**src/rtl/vga_pkg.sv**
```systemverilog
`default_nettype none
// +------------------------------------------------------------------+
// | vga_pkg: dither modes, 2x2 Bayer table, configuration check       |
// | Rev 1.0                                                           |
// +------------------------------------------------------------------+
package vga_pkg;

  localparam int DITHER_TRUNC    = 0;
  localparam int DITHER_TEMPORAL = 1;
  localparam int DITHER_BAYER    = 2;

  // Index {y[0], x[0]}: entries 0,2,3,1 packed LSB first.
  localparam logic [7:0] BAYER2 = {2'd1, 2'd3, 2'd2, 2'd0};

  function automatic logic [1:0] bayer2(input logic [1:0] idx);
    return BAYER2[{idx, 1'b0} +: 2];
  endfunction

  function automatic bit cfg_ok(input int in_r, input int in_g, input int in_b,
                                input int out_r, input int out_g, input int out_b,
                                input int mode);
    return (out_r <= in_r) && (out_g <= in_g) && (out_b <= in_b) &&
           (out_r > 0) && (out_g > 0) && (out_b > 0) && (mode >= 0) && (mode <= 2);
  endfunction

endpackage
`default_nettype wire

```
**src/rtl/vga_dither_channel.sv**
```systemverilog
`default_nettype none
// +------------------------------------------------------------------+
// | vga_dither_channel: one colour channel, IN_W -> OUT_W reduction   |
// | Rev 1.0                                                           |
// +------------------------------------------------------------------+
module vga_dither_channel #(
  parameter int IN_W  = 5,
  parameter int OUT_W = 3
) (
  input  logic [IN_W-1:0]  chan_i,
  input  logic [1:0]       thresh_i,
  input  logic             dither_en_i,
  output logic [OUT_W-1:0] chan_o
);

  localparam int DROP = IN_W - OUT_W;

  if (DROP == 0) begin : g_pass
    logic unused_ctl;
    assign unused_ctl = ^{thresh_i, dither_en_i};
    assign chan_o     = chan_i;
  end else begin : g_reduce
    logic [OUT_W-1:0] q;
    logic [1:0]       r;

    assign q = chan_i[IN_W-1 -: OUT_W];

    // r is the two most significant dropped bits; a single dropped bit is padded with 0.
    if (DROP == 1) begin : g_r1
      assign r = {chan_i[0], 1'b0};
    end else begin : g_r2
      assign r = chan_i[DROP-1 -: 2];
      if (DROP > 2) begin : g_low
        logic unused_low;
        assign unused_low = ^chan_i[DROP-3:0];
      end
    end

    assign chan_o = (dither_en_i && (r > thresh_i) && (q != '1)) ? q + 1'b1 : q;
  end

endmodule
`default_nettype wire

```
**src/rtl/vga_stream_driver.sv**
```systemverilog
`default_nettype none
// +------------------------------------------------------------------+
// | vga_stream_driver: VGA timing, pixel stream intake and dithering  |
// | Rev 1.0                                                           |
// +------------------------------------------------------------------+
module vga_stream_driver
  import vga_pkg::*;
#(
  parameter int H_ACTIVE    = 640,
  parameter int H_FP        = 16,
  parameter int H_SYNC      = 96,
  parameter int H_BP        = 48,
  parameter int V_ACTIVE    = 480,
  parameter int V_FP        = 10,
  parameter int V_SYNC      = 2,
  parameter int V_BP        = 33,
  parameter bit HSYNC_POL   = 1'b0,
  parameter bit VSYNC_POL   = 1'b0,
  parameter int IN_R        = 5,
  parameter int IN_G        = 6,
  parameter int IN_B        = 5,
  parameter int OUT_R       = 3,
  parameter int OUT_G       = 3,
  parameter int OUT_B       = 2,
  parameter int DITHER_MODE = 1,
  localparam int IN_W       = IN_R + IN_G + IN_B,
  localparam int H_TOTAL    = H_ACTIVE + H_FP + H_SYNC + H_BP,
  localparam int V_TOTAL    = V_ACTIVE + V_FP + V_SYNC + V_BP,
  localparam int HPOS_W     = $clog2(H_TOTAL),
  localparam int VPOS_W     = $clog2(V_TOTAL)
) (
  input  logic              clk_i,
  input  logic              rst_i,
  input  logic              enable_i,
  input  logic [IN_W-1:0]   pixel_data_i,
  input  logic              pixel_valid_i,
  output logic              pixel_ready_o,
  output logic              hsync_o,
  output logic              vsync_o,
  output logic [OUT_R-1:0]  red_o,
  output logic [OUT_G-1:0]  green_o,
  output logic [OUT_B-1:0]  blue_o,
  output logic              data_enable_o,
  output logic              frame_start_o,
  output logic [HPOS_W-1:0] hpos_o,
  output logic [VPOS_W-1:0] vpos_o,
  output logic              underflow_o,
  input  logic              underflow_clr_i
);

  if (!cfg_ok(IN_R, IN_G, IN_B, OUT_R, OUT_G, OUT_B, DITHER_MODE)) begin : g_cfg_err
    $error("vga_stream_driver: OUT_x must not exceed IN_x and DITHER_MODE must be 0..2");
  end

  localparam int  HS_FIRST  = H_ACTIVE + H_FP;
  localparam int  HS_LAST   = H_ACTIVE + H_FP + H_SYNC - 1;
  localparam int  VS_FIRST  = V_ACTIVE + V_FP;
  localparam int  VS_LAST   = V_ACTIVE + V_FP + V_SYNC - 1;
  localparam bit  DITHER_ON = (DITHER_MODE != DITHER_TRUNC);

  logic [HPOS_W-1:0] hpos_q, hpos_d;
  logic [VPOS_W-1:0] vpos_q, vpos_d;
  logic [1:0]        frame_q, frame_d;
  logic              hsync_q, hsync_d, vsync_q, vsync_d;
  logic              de_q, de_d, fs_q, fs_d, underflow_q, underflow_d;
  logic [OUT_R-1:0]  red_q, red_d;
  logic [OUT_G-1:0]  green_q, green_d;
  logic [OUT_B-1:0]  blue_q, blue_d;

  logic              h_last, v_last, visible, hsync_act, vsync_act;
  logic [1:0]        thresh;
  logic [OUT_R-1:0]  red_dith;
  logic [OUT_G-1:0]  green_dith;
  logic [OUT_B-1:0]  blue_dith;

  assign h_last    = (hpos_q == HPOS_W'(H_TOTAL - 1));
  assign v_last    = (vpos_q == VPOS_W'(V_TOTAL - 1));
  assign visible   = (hpos_q < HPOS_W'(H_ACTIVE)) && (vpos_q < VPOS_W'(V_ACTIVE));
  assign hsync_act = (hpos_q >= HPOS_W'(HS_FIRST)) && (hpos_q <= HPOS_W'(HS_LAST));
  assign vsync_act = (vpos_q >= VPOS_W'(VS_FIRST)) && (vpos_q <= VPOS_W'(VS_LAST));

  assign pixel_ready_o = enable_i && visible;

  always_comb begin
    thresh = frame_q;
    if (DITHER_MODE == DITHER_BAYER) begin
      thresh = bayer2({vpos_q[0], hpos_q[0]}) + frame_q;
    end
  end

  vga_dither_channel #(.IN_W(IN_R), .OUT_W(OUT_R)) u_dither_r (
    .chan_i(pixel_data_i[IN_W-1 -: IN_R]), .thresh_i(thresh),
    .dither_en_i(DITHER_ON), .chan_o(red_dith));
  vga_dither_channel #(.IN_W(IN_G), .OUT_W(OUT_G)) u_dither_g (
    .chan_i(pixel_data_i[IN_G+IN_B-1 -: IN_G]), .thresh_i(thresh),
    .dither_en_i(DITHER_ON), .chan_o(green_dith));
  vga_dither_channel #(.IN_W(IN_B), .OUT_W(OUT_B)) u_dither_b (
    .chan_i(pixel_data_i[IN_B-1:0]), .thresh_i(thresh),
    .dither_en_i(DITHER_ON), .chan_o(blue_dith));

  always_comb begin
    hpos_d  = hpos_q;
    vpos_d  = vpos_q;
    frame_d = frame_q;
    if (!enable_i) begin
      hpos_d  = '0;
      vpos_d  = '0;
      frame_d = '0;
    end else if (h_last) begin
      hpos_d = '0;
      if (v_last) begin
        vpos_d  = '0;
        frame_d = frame_q + 2'd1;
      end else begin
        vpos_d = vpos_q + VPOS_W'(1);
      end
    end else begin
      hpos_d = hpos_q + HPOS_W'(1);
    end
  end

  // Stage 1: a disabled cycle drives idle pins, discarding whatever was in flight.
  always_comb begin
    hsync_d     = ~HSYNC_POL;
    vsync_d     = ~VSYNC_POL;
    de_d        = 1'b0;
    fs_d        = 1'b0;
    red_d       = '0;
    green_d     = '0;
    blue_d      = '0;
    underflow_d = underflow_q;
    if (enable_i) begin
      hsync_d = hsync_act ? HSYNC_POL : ~HSYNC_POL;
      vsync_d = vsync_act ? VSYNC_POL : ~VSYNC_POL;
      de_d    = visible;
      fs_d    = (hpos_q == '0) && (vpos_q == '0);
      if (visible && pixel_valid_i) begin
        red_d   = red_dith;
        green_d = green_dith;
        blue_d  = blue_dith;
      end
      if (underflow_clr_i) underflow_d = 1'b0;
      if (visible && !pixel_valid_i) underflow_d = 1'b1;
    end
  end

  always_ff @(posedge clk_i or posedge rst_i) begin
    if (rst_i) begin
      hpos_q      <= '0;
      vpos_q      <= '0;
      frame_q     <= '0;
      hsync_q     <= ~HSYNC_POL;
      vsync_q     <= ~VSYNC_POL;
      de_q        <= 1'b0;
      fs_q        <= 1'b0;
      red_q       <= '0;
      green_q     <= '0;
      blue_q      <= '0;
      underflow_q <= 1'b0;
    end else begin
      hpos_q      <= hpos_d;
      vpos_q      <= vpos_d;
      frame_q     <= frame_d;
      hsync_q     <= hsync_d;
      vsync_q     <= vsync_d;
      de_q        <= de_d;
      fs_q        <= fs_d;
      red_q       <= red_d;
      green_q     <= green_d;
      blue_q      <= blue_d;
      underflow_q <= underflow_d;
    end
  end

  assign hsync_o       = hsync_q;
  assign vsync_o       = vsync_q;
  assign data_enable_o = de_q;
  assign frame_start_o = fs_q;
  assign red_o         = red_q;
  assign green_o       = green_q;
  assign blue_o        = blue_q;
  assign hpos_o        = hpos_q;
  assign vpos_o        = vpos_q;
  assign underflow_o   = underflow_q;

endmodule
`default_nettype wire

```
**config.mk**
```make
export PLATFORM = sky130hd
export DESIGN_NAME = vga_stream_driver
export DESIGN_NICKNAME = d
export VERILOG_FILES = /design/src/rtl/vga_pkg.sv /design/src/rtl/vga_dither_channel.sv /design/src/rtl/vga_stream_driver.sv
export SDC_FILE = /design/constraint.sdc
export NUM_CORES = 1
export LEC_CHECK = 0
export ABC_AREA = 1
export CORE_MARGIN = 3
export CORE_UTILIZATION = 53
export CTS_CLUSTER_SIZE = 12
export DETAILED_ROUTE_END_ITERATION = 12
export PLACE_DENSITY_LB_ADDON = 0.05
export SLEW_MARGIN = 10
export SYNTH_ARGS = -nofsm -noshare
export SYNTH_HDL_FRONTEND = slang
export SYNTH_HIERARCHICAL = 1
export SYNTH_SLANG_ARGS = --single-unit
```
**constraint.sdc**
```tcl
create_clock -name clk_i -period 4.9 [get_ports clk_i]
set_clock_uncertainty 0.1 [all_clocks]
set_input_delay 0.98 -clock clk_i [delete_from_list [all_inputs] [get_ports clk_i]]
set_output_delay 0.98 -clock clk_i [all_outputs]
set_load 0.01 [all_outputs]
```
### Word level (Yosys, flattened, before mapping)

Cells that the tools add are included.

* reductions and logical operators: 16
* $lt $le $gt $ge: 9
* add/subtract/negate cells: 6
* muxes and demuxes: 25
* eq/ne operators: 7

Operators with widths (count)
* two-way mux 10 bit: 5
* adder 10 x 1 -> 10 bit (second input constant): 2
* == test 10 bit (second input constant): 2
* logical NOT 10 bit: 2
* two-way mux 3 bit: 6
* two-way mux 2 bit: 6
* greater-or-equal comparator 10 bit (second input constant): 1
* greater-or-equal comparator 10 x 9 -> 1 bit (second input constant): 1
* less-or-equal comparator 10 bit (second input constant): 1
* less-or-equal comparator 10 x 9 -> 1 bit (second input constant): 1
* logical AND 1 bit: 10
* less-than comparator 10 bit (second input constant): 1
* less-than comparator 10 x 9 -> 1 bit (second input constant): 1
* two-way mux 1 bit: 8
* adder 3 x 1 -> 3 bit (second input constant): 2
* greater-than comparator 2 bit: 3
* inequality test 3 bit (second input constant): 2
* adder 2 x 1 -> 2 bit (second input constant): 2
* inequality test 2 x 1 -> 1 bit (second input constant): 2
* AND reduction 2 bit: 2
* inequality test 2 bit (second input constant): 1
* nonzero test 2 bit: 1
* logical NOT 1 bit: 1

* output and inout port bits: 34
* word-level logic and storage cells: 74
* bits in registers: 35
* bits of input ports: 21

### Depth between registers and ports, before layout

Gate-level depths: netlist of the first run.

* word-level depth: 5
* mapped depth: 10
* mapped depth without buffers: 10

### Hierarchy

Netlist of the first run, hierarchy kept.

By module, submodules not included
* vga_stream_driver: sequential area each 878.3 sq um, area each 1823.0 sq um, cells an instance 238, instances 1
* vga_dither_channel (u_dither_g ...): sequential area each 0.0 sq um, area each 148.9 sq um, cells an instance 26, instances 2
* vga_dither_channel (u_dither_b): sequential area each 0.0 sq um, area each 123.9 sq um, cells an instance 22, instances 1

### Worst setup path before layout of the first run

Ideal clock, no wire load.

* path type: input to output
* from: input enable_i
* to: output pixel_ready_o
* setup slack: 2328 ps
* stages: 4
* data required time: 3820 ps
* arrival: 1492 ps
* path buffers: 0
* cell sequence: inv_2 > nor2_1 > nand3b_1 > inv_1

* longest elaborated chain between the ends: 1

RTL lines
* start, declared: line vga_stream_driver.sv:34 `input logic enable_i,`
* logical AND 1 bit: line vga_stream_driver.sv:82 `assign pixel_ready_o = enable_i && visible;`
* end, declared: line vga_stream_driver.sv:37 `output logic pixel_ready_o,`

No other way between the ends.

### Worst setup path after layout of the first run

Ends and elaborated chain as after synthesis.

==> flow_summary_export.csv, run 1 <==
group,metric,value,unit
outcome,outcome,"completed",
global_routing,grt_max_degree,36,
finish,diodes,0,
detailed_routing,routed-wl-met2,2.50,mm
detailed_routing,vias,2150,
yosys,syn_inst,312,
yosys,syn_avg_cell_area,7.19,µm²
global_routing,grt_pass1_vias,2004,
flow_run,drv_cap,0,
detailed_routing,wl_met1,2.15,mm
finish,final_layout_size_suffix_gt1_share,8.92,%
sta,slew_viol_final,0,
floorplan,start_util,55.3,%
worst_hold_path,hp-class,"register to register",
detailed_routing,drt_pass1_iterations,4,
clocking,cts_resized,0,
detailed_routing,drc_errors,0,
pwr,ir_drop,123,µV
floorplan,io-pin-count,55,
pwr,pwr-share-clk,31.8,%
sta,fmax,263,MHz
yosys,yosysSeqAreaShare,39.1,%
placement,dp_hpwl,3.75,mm
placement,place.gp.congestion,0.880,
worst_setup_path,cp-end-kind,"primary output",
floorplan,rows,23,
detailed_routing,vias_per_cell,5.12,
sta,rsz0062_at_grt,"false",
sta,hold_viol,0,
pwr,p_sw,0.186,mW
detailed_routing,drt_iter0_drc,225,
yosys,synth-edff-count,0,
worst_setup_path,path_max_fanout,13,
yosys,yosysUniqueCellTypes,30,
finish,layout_common_cells,"nand2_1 (100), clkdlybuf4s50_1 (52), inv_1 (39)",
clocking,postCtsSetupBuffers,0,
pwr,total_power,0.660,mW
yosys,synth_top_flop_cell,"dfrtp_1",
pwr,powerDensity,227,nW/µm²
worst_setup_path,critPathKind,"input pin to primary output",
global_routing,grt_overflow,0,
yosys,async_reset_ff_share,100,%
clocking,postCtsHoldBufs,0,
sta,worst_slew_pin_slew,0.537,ns
clocking,htreeDepth,2,
floorplan,dieWidth,71.1,µm
pwr,leakage,1.46,nW
global_routing,globalRouteTotalUtil,20.9,%
detailed_routing,routed_wl,4.91,mm
sta,slew_headroom,64.2,%
sta,fin_setup_tns,0,ns
detailed_routing,wl_met3,194,µm
detailed_routing,highest_layer,"met4",
global_routing,grt_first_pass_wirelength,8.56,mm
detailed_routing,antenna_left,0,
clocking,insertion_delay,0.28,ns
sta,setup_viol,0,
placement,port_buffers,52,
pwr,sequentialPowerShare,47.1,%
worst_setup_path,crit_arrival,2.72,ns
finish,area_growth,29.7,%
worst_setup_path,startpoint_type,"input pin",
clocking,clock-sinks,35,
floorplan,core_area,4060,µm²
yosys,ys.warnings.count,6,
pwr,switching_share,28.2,%
floorplan,die_h,71.1,µm
detailed_routing,routedWlPerCell,11.7,µm
yosys,synth-seq-cells,35,
worst_setup_path,worstPathRequired,3.82,ns
pwr,p_int,0.474,mW
clocking,cts_buffers,5,
finish,fill_cells,330,
finish,final_nets,406,
sta,min_period_over_period,77.6,%
floorplan,die_area,5050,µm²
clocking,cts.path.max_buffers,2,
finish,final_common_cell,"nand2_1",
clocking,cts_root_buf,"clkbuf_8",
pwr,power.share.combinational,21.1,%
clocking,cts_tree,"built",
sta,period_needed,3.80,ns
clocking,clkTransAtPathRegs,0.07,ns
yosys,synthesis.area,2240,µm²
global_routing,antenna_found_initial,0,
routing by layer:
layer	track usage, %	vias up
li1	-	1096
met2	37.6	60
met3	3.69	9
met4	6.26	0
met1	25.3	985
met5	0	-
cells in the mapped netlist, types with 2 or more instances:
| library cell | instances | share of area, % |
|---|---|---|
| a21oi_1 | 4 | 0.89 |
| o21ai_0 | 2 | 0.45 |
| nor3_1 | 5 | 1.1 |
| inv_1 | 39 | 6.5 |
| inv_2 | 6 | 1.0 |
| nor2_4 | 5 | 2.5 |
| nor4_1 | 3 | 0.84 |
| nand2_2 | 7 | 2.0 |
| nor2_1 | 30 | 5.0 |
| xor2_1 | 2 | 0.78 |
| nand3_1 | 24 | 5.4 |
| dfrtp_1 | 33 | 37 |
| ha_1 | 15 | 8.4 |
| nor2_2 | 2 | 0.56 |
| dfstp_2 | 2 | 2.3 |
| nand2_1 | 100 | 17 |
| o21ai_1 | 2 | 0.45 |
| buf_2 | 3 | 0.67 |
| clkinv_1 | 4 | 0.67 |
| nand4_1 | 14 | 3.9 |
cell families after synthesis:
family                     after synthesis  synth area share, %
buffers and inverters                   55                 9.70
xor gates and xnor gates                 3                 1.17
AOI/OAI and AO/OA                       10                 2.40
and+or+nand+nor                        193                 39.1
adders and majority gates               15                 8.36
other                                    1                0.167
DFF                                     35                 39.1
worst max-delay path: stages:
cell,delay [ns]
clkdlybuf4s50_1,0.45
buf_4,0.19
inv_2,0.11
nor2_1,0.11
nand3b_1,0.08
buf_4,0.18
inv_1,0.08
clkdlybuf4s50_1,0.53
power by group through the flow:
stage / Sequential, mW / Combinational (mW) / Clock (mW)
2_1_floorplan: 0.318 / 0.0842 / 0
3_3_place_gp: 0.316 / 0.136 / 0
3_5_place_dp: 0.316 / 0.141 / 0
4_1_cts: 0.311 / 0.141 / 0.216
5_1_grt: 0.312 / 0.159 / 0.221
6_report: 0.311 / 0.139 / 0.210
final timing paths:
path	startpoint	end	slack (ns)	cells after the start
setup / recovery	enable_i	pixel_ready_o	1.10	8
hold / removal	underflow_o	underflow_o	0.40	2
setup reg to reg	hpos_o[0]	hpos_o[9]	3.06	6
hold reg to reg	underflow_o	underflow_o	0.40	2
max in group asynchronous	rst_i	hsync_o	3.35	3
min in group asynchronous	rst_i	vpos_o[6]	1.01	3
final cells by class:
cell class / count / area (µm²) / share of cell area, %
clock buffer: 6 / 82.6 / 2.84
clock inverter: 1 / 5.00 / 0.172
tap: 50 / 62.6 / 2.15
sequential: 35 / 878 / 30.2
inverter: 49 / 184 / 6.32
timing repair buffer: 55 / 543 / 18.7
multi-input combinational: 224 / 1160 / 39.7
state kept, by name, indices dropped and copies added (netlist names):
signal / count
vpos_o: 10
data_enable_o: 1
red_o: 3
blue_o: 2
frame_q: 2
hsync_o: 1
underflow_o: 1
vsync_o: 1
frame_start_o: 1
green_o: 3
hpos_o: 10
per-stage QoR:
stage | instances | hold slack (ns) | util (%) | area [µm²] | setup slack (ns)
final | 420 | 0.400 | 71.8 | 2910 | 1.10
after global routing | 420 | 0.463 | 71.8 | 2910 | 1.03
after CTS | 420 | 0.407 | 71.8 | 2910 | 1.11
after detailed placement | 413 | 0.386 | 69.6 | 2820 | 1.11
after global placement | 413 | 0.372 | 69.6 | 2820 | 1.13
after floorplan | 314 | 0.419 | - | 2250 | 2.33
No activity file was read; power rests on OpenSTA's default activity.
==> inputs of run 2 (changes only) <==
Settings changed: CORE_UTILIZATION 53 to 50.
Clock period 4.9 ns to 3.8 ns, I/O delays scaled along.
==> run 2 against run 1 <==
  * Worst hold slack better by 0.012 ns
  * Via count down 0.98%
  * Cell area unchanged
  * Total power up 28%
  * Setup slack worse by 0.35 ns
  * Sequential share of layout area unchanged
  * Cell count unchanged
  * Clock power up 28%
  * Global-route usage down 1.2 points
  * Combinational power up 28%
==> flow_summary_export.csv, run 2 (synthesis results as in run 1) <==
group,metric,value,unit
outcome,outcome,"completed",
worst_setup_path,path_common_cell,"clkdlybuf4s50_1",
global_routing,grt_max_degree,36,
finish,final_layout_size_suffix_gt1_share,8.92,%
detailed_routing,drt_pass1_iterations,4,
sta,slew_viol_final,0,
worst_hold_path,holdPathStages,2,
worst_setup_path,startpoint_type,"input pin",
worst_setup_path,critPathKind,"input pin to primary output",
clocking,cts.path.max_buffers,2,
detailed_routing,routed_wl,4.88,mm
sta,slew_headroom,63.7,%
global_routing,grt_pass1_vias,1939,
detailed_routing,drc_errors,0,
sta,hold_slack,0.412,ns
placement,dp_hpwl,3.71,mm
worst_setup_path,cpPeakStageDelay,0.54,ns
detailed_routing,drt_iter0_drc,195,
sta,period_needed,3.05,ns
worst_hold_path,hp-class,"register to register",
flow_run,drv_cap,0,
worst_setup_path,cp_slowest_cell,"clkdlybuf4s50_1",
clocking,htreeDepth,2,
global_routing,grt_first_pass_wirelength,8.35,mm
placement,place_ws,0.747,ns
sta,hold_viol,0,
worst_setup_path,cp_cell_sequence,"clkdlybuf4s50_1 -> inv_2 -> nor2_1 -> nand3b_1 -> inv_1 -> clkdlybuf4s50_1",
floorplan,rows,23,
clocking,clock-sinks,35,
sta,fin_setup_tns,0,ns
worst_setup_path,timing.rr.end,"hpos_o[9]",
clocking,cts_tree,"built",
sta,rsz0062_at_grt,"false",
pwr,powerDensity,291,nW/µm²
sta,fin_ws,0.750,ns
global_routing,globalRouteTotalUtil,19.7,%
clocking,postCtsSetupBuffers,0,
finish,diodes,0,
pwr,leakage,1.46,nW
global_routing,grt_overflow,0,
finish,fin_util,69.8,%
worst_setup_path,r2r_start,"hpos_o[0]",
worst_setup_path,worstPathRequired,2.94,ns
detailed_routing,vias,2129,
worst_setup_path,cp.depth,6,
finish,fill_cells,361,
finish,area_growth,29.7,%
floorplan,die_h,73,µm
worst_setup_path,cp-end-kind,"primary output",
floorplan,die_area,5330,µm²
worst_setup_path,path_delay_family,"buffers and inverters",
clocking,insertion_delay,0.28,ns
clocking,cts_buffers,5,
clocking,clkTransAtPathRegs,0.07,ns
worst_setup_path,rr_worst_depth,6,
detailed_routing,routedWlPerCell,11.6,µm
global_routing,antenna_found_initial,0,
finish,final_cells,420,
clocking,cts_resized,0,
clocking,cts_root_buf,"clkbuf_8",
finish,register_area,878,µm²
sta,worst_slew_pin_slew,0.543,ns
floorplan,dieWidth,73,µm
floorplan,core_area,4170,µm²
placement,place_inst,413,
placement,port_buffers,52,
clocking,postCtsHoldBufs,0,
floorplan,start_util,53.8,%
worst_setup_path,crit_buf_inv,4,
worst_setup_path,crit_arrival,2.19,ns
finish,layout_common_cells,"nand2_1 (100), clkdlybuf4s50_1 (52), inv_1 (39)",
detailed_routing,antenna_left,0,
detailed_routing,vias_per_cell,5.07,
sta,fmax,328,MHz
finish,final_nets,406,
placement,place.gp.congestion,0.881,
pwr,ir_drop,146,µV
sta,min_period_over_period,80.3,%
sta,setup_viol,0,
floorplan,io-pin-count,55,
worst_setup_path,ff2ff_setup_slack,1.93,ns
worst_hold_path,hp-start,"underflow_o",
worst_hold_path,min_to,"underflow_o",
finish,final_common_cell,"nand2_1",
worst_setup_path,path_max_fanout,8,
finish,multi_input_area,1160,µm²
[run 2: worst max path at each step]
stage / start / end
6_report: enable_i / pixel_ready_o
5_1_grt: enable_i / pixel_ready_o
4_1_cts: enable_i / pixel_ready_o
3_5_place_dp: enable_i / pixel_ready_o
3_3_place_gp: enable_i / pixel_ready_o
2_1_floorplan: enable_i / pixel_ready_o
[run 2: power breakdown]
| part | switching [mW] | internal, mW | total [mW] |
|---|---|---|---|
| combinational | 0.0966 | 0.0817 | 0.178 |
| clock | 0.127 | 0.142 | 0.269 |
| sequential | 0.0131 | 0.387 | 0.400 |
| total | 0.236 | 0.611 | 0.847 |
[run 2: through the flow]
stage	total power, mW	instance area, µm²
4_1_cts	0.855	2910
6_report	0.847	2910
5_1_grt	0.899	2910
2_1_floorplan	0.519	2250
3_3_place_gp	0.582	2820
3_5_place_dp	0.588	2820
[run 2: per-layer routing]
layer	part of all wire, %	GRT usage, %	vias to the layer above	wire length, µm
met3	4.6	4.27	6	224
met2	50	33.7	60	2450
met1	44	24.5	973	2140
met4	1.3	6.56	0	65
li1	-	-	1090	-
met5	0	0	-	0
[run 2: worst register-to-register path: cells and delay by family (launching register included)]
family,cells,cell delay (ns)
AND/OR/NAND/NOR,5,1.01
flip-flops,1,0.44
adder cells (fa/ha/maj),1,0.26
[run 2: layout make-up]
| type | instances | share of cell area, % |
|---|---|---|
| clock buffers | 6 | 2.84 |
| clock inverters | 1 | 0.172 |
| inverters | 49 | 6.32 |
| multi-input cells | 224 | 39.7 |
| flip-flops and latches | 35 | 30.2 |
| well taps | 50 | 2.15 |
| repair buffers | 55 | 18.7 |
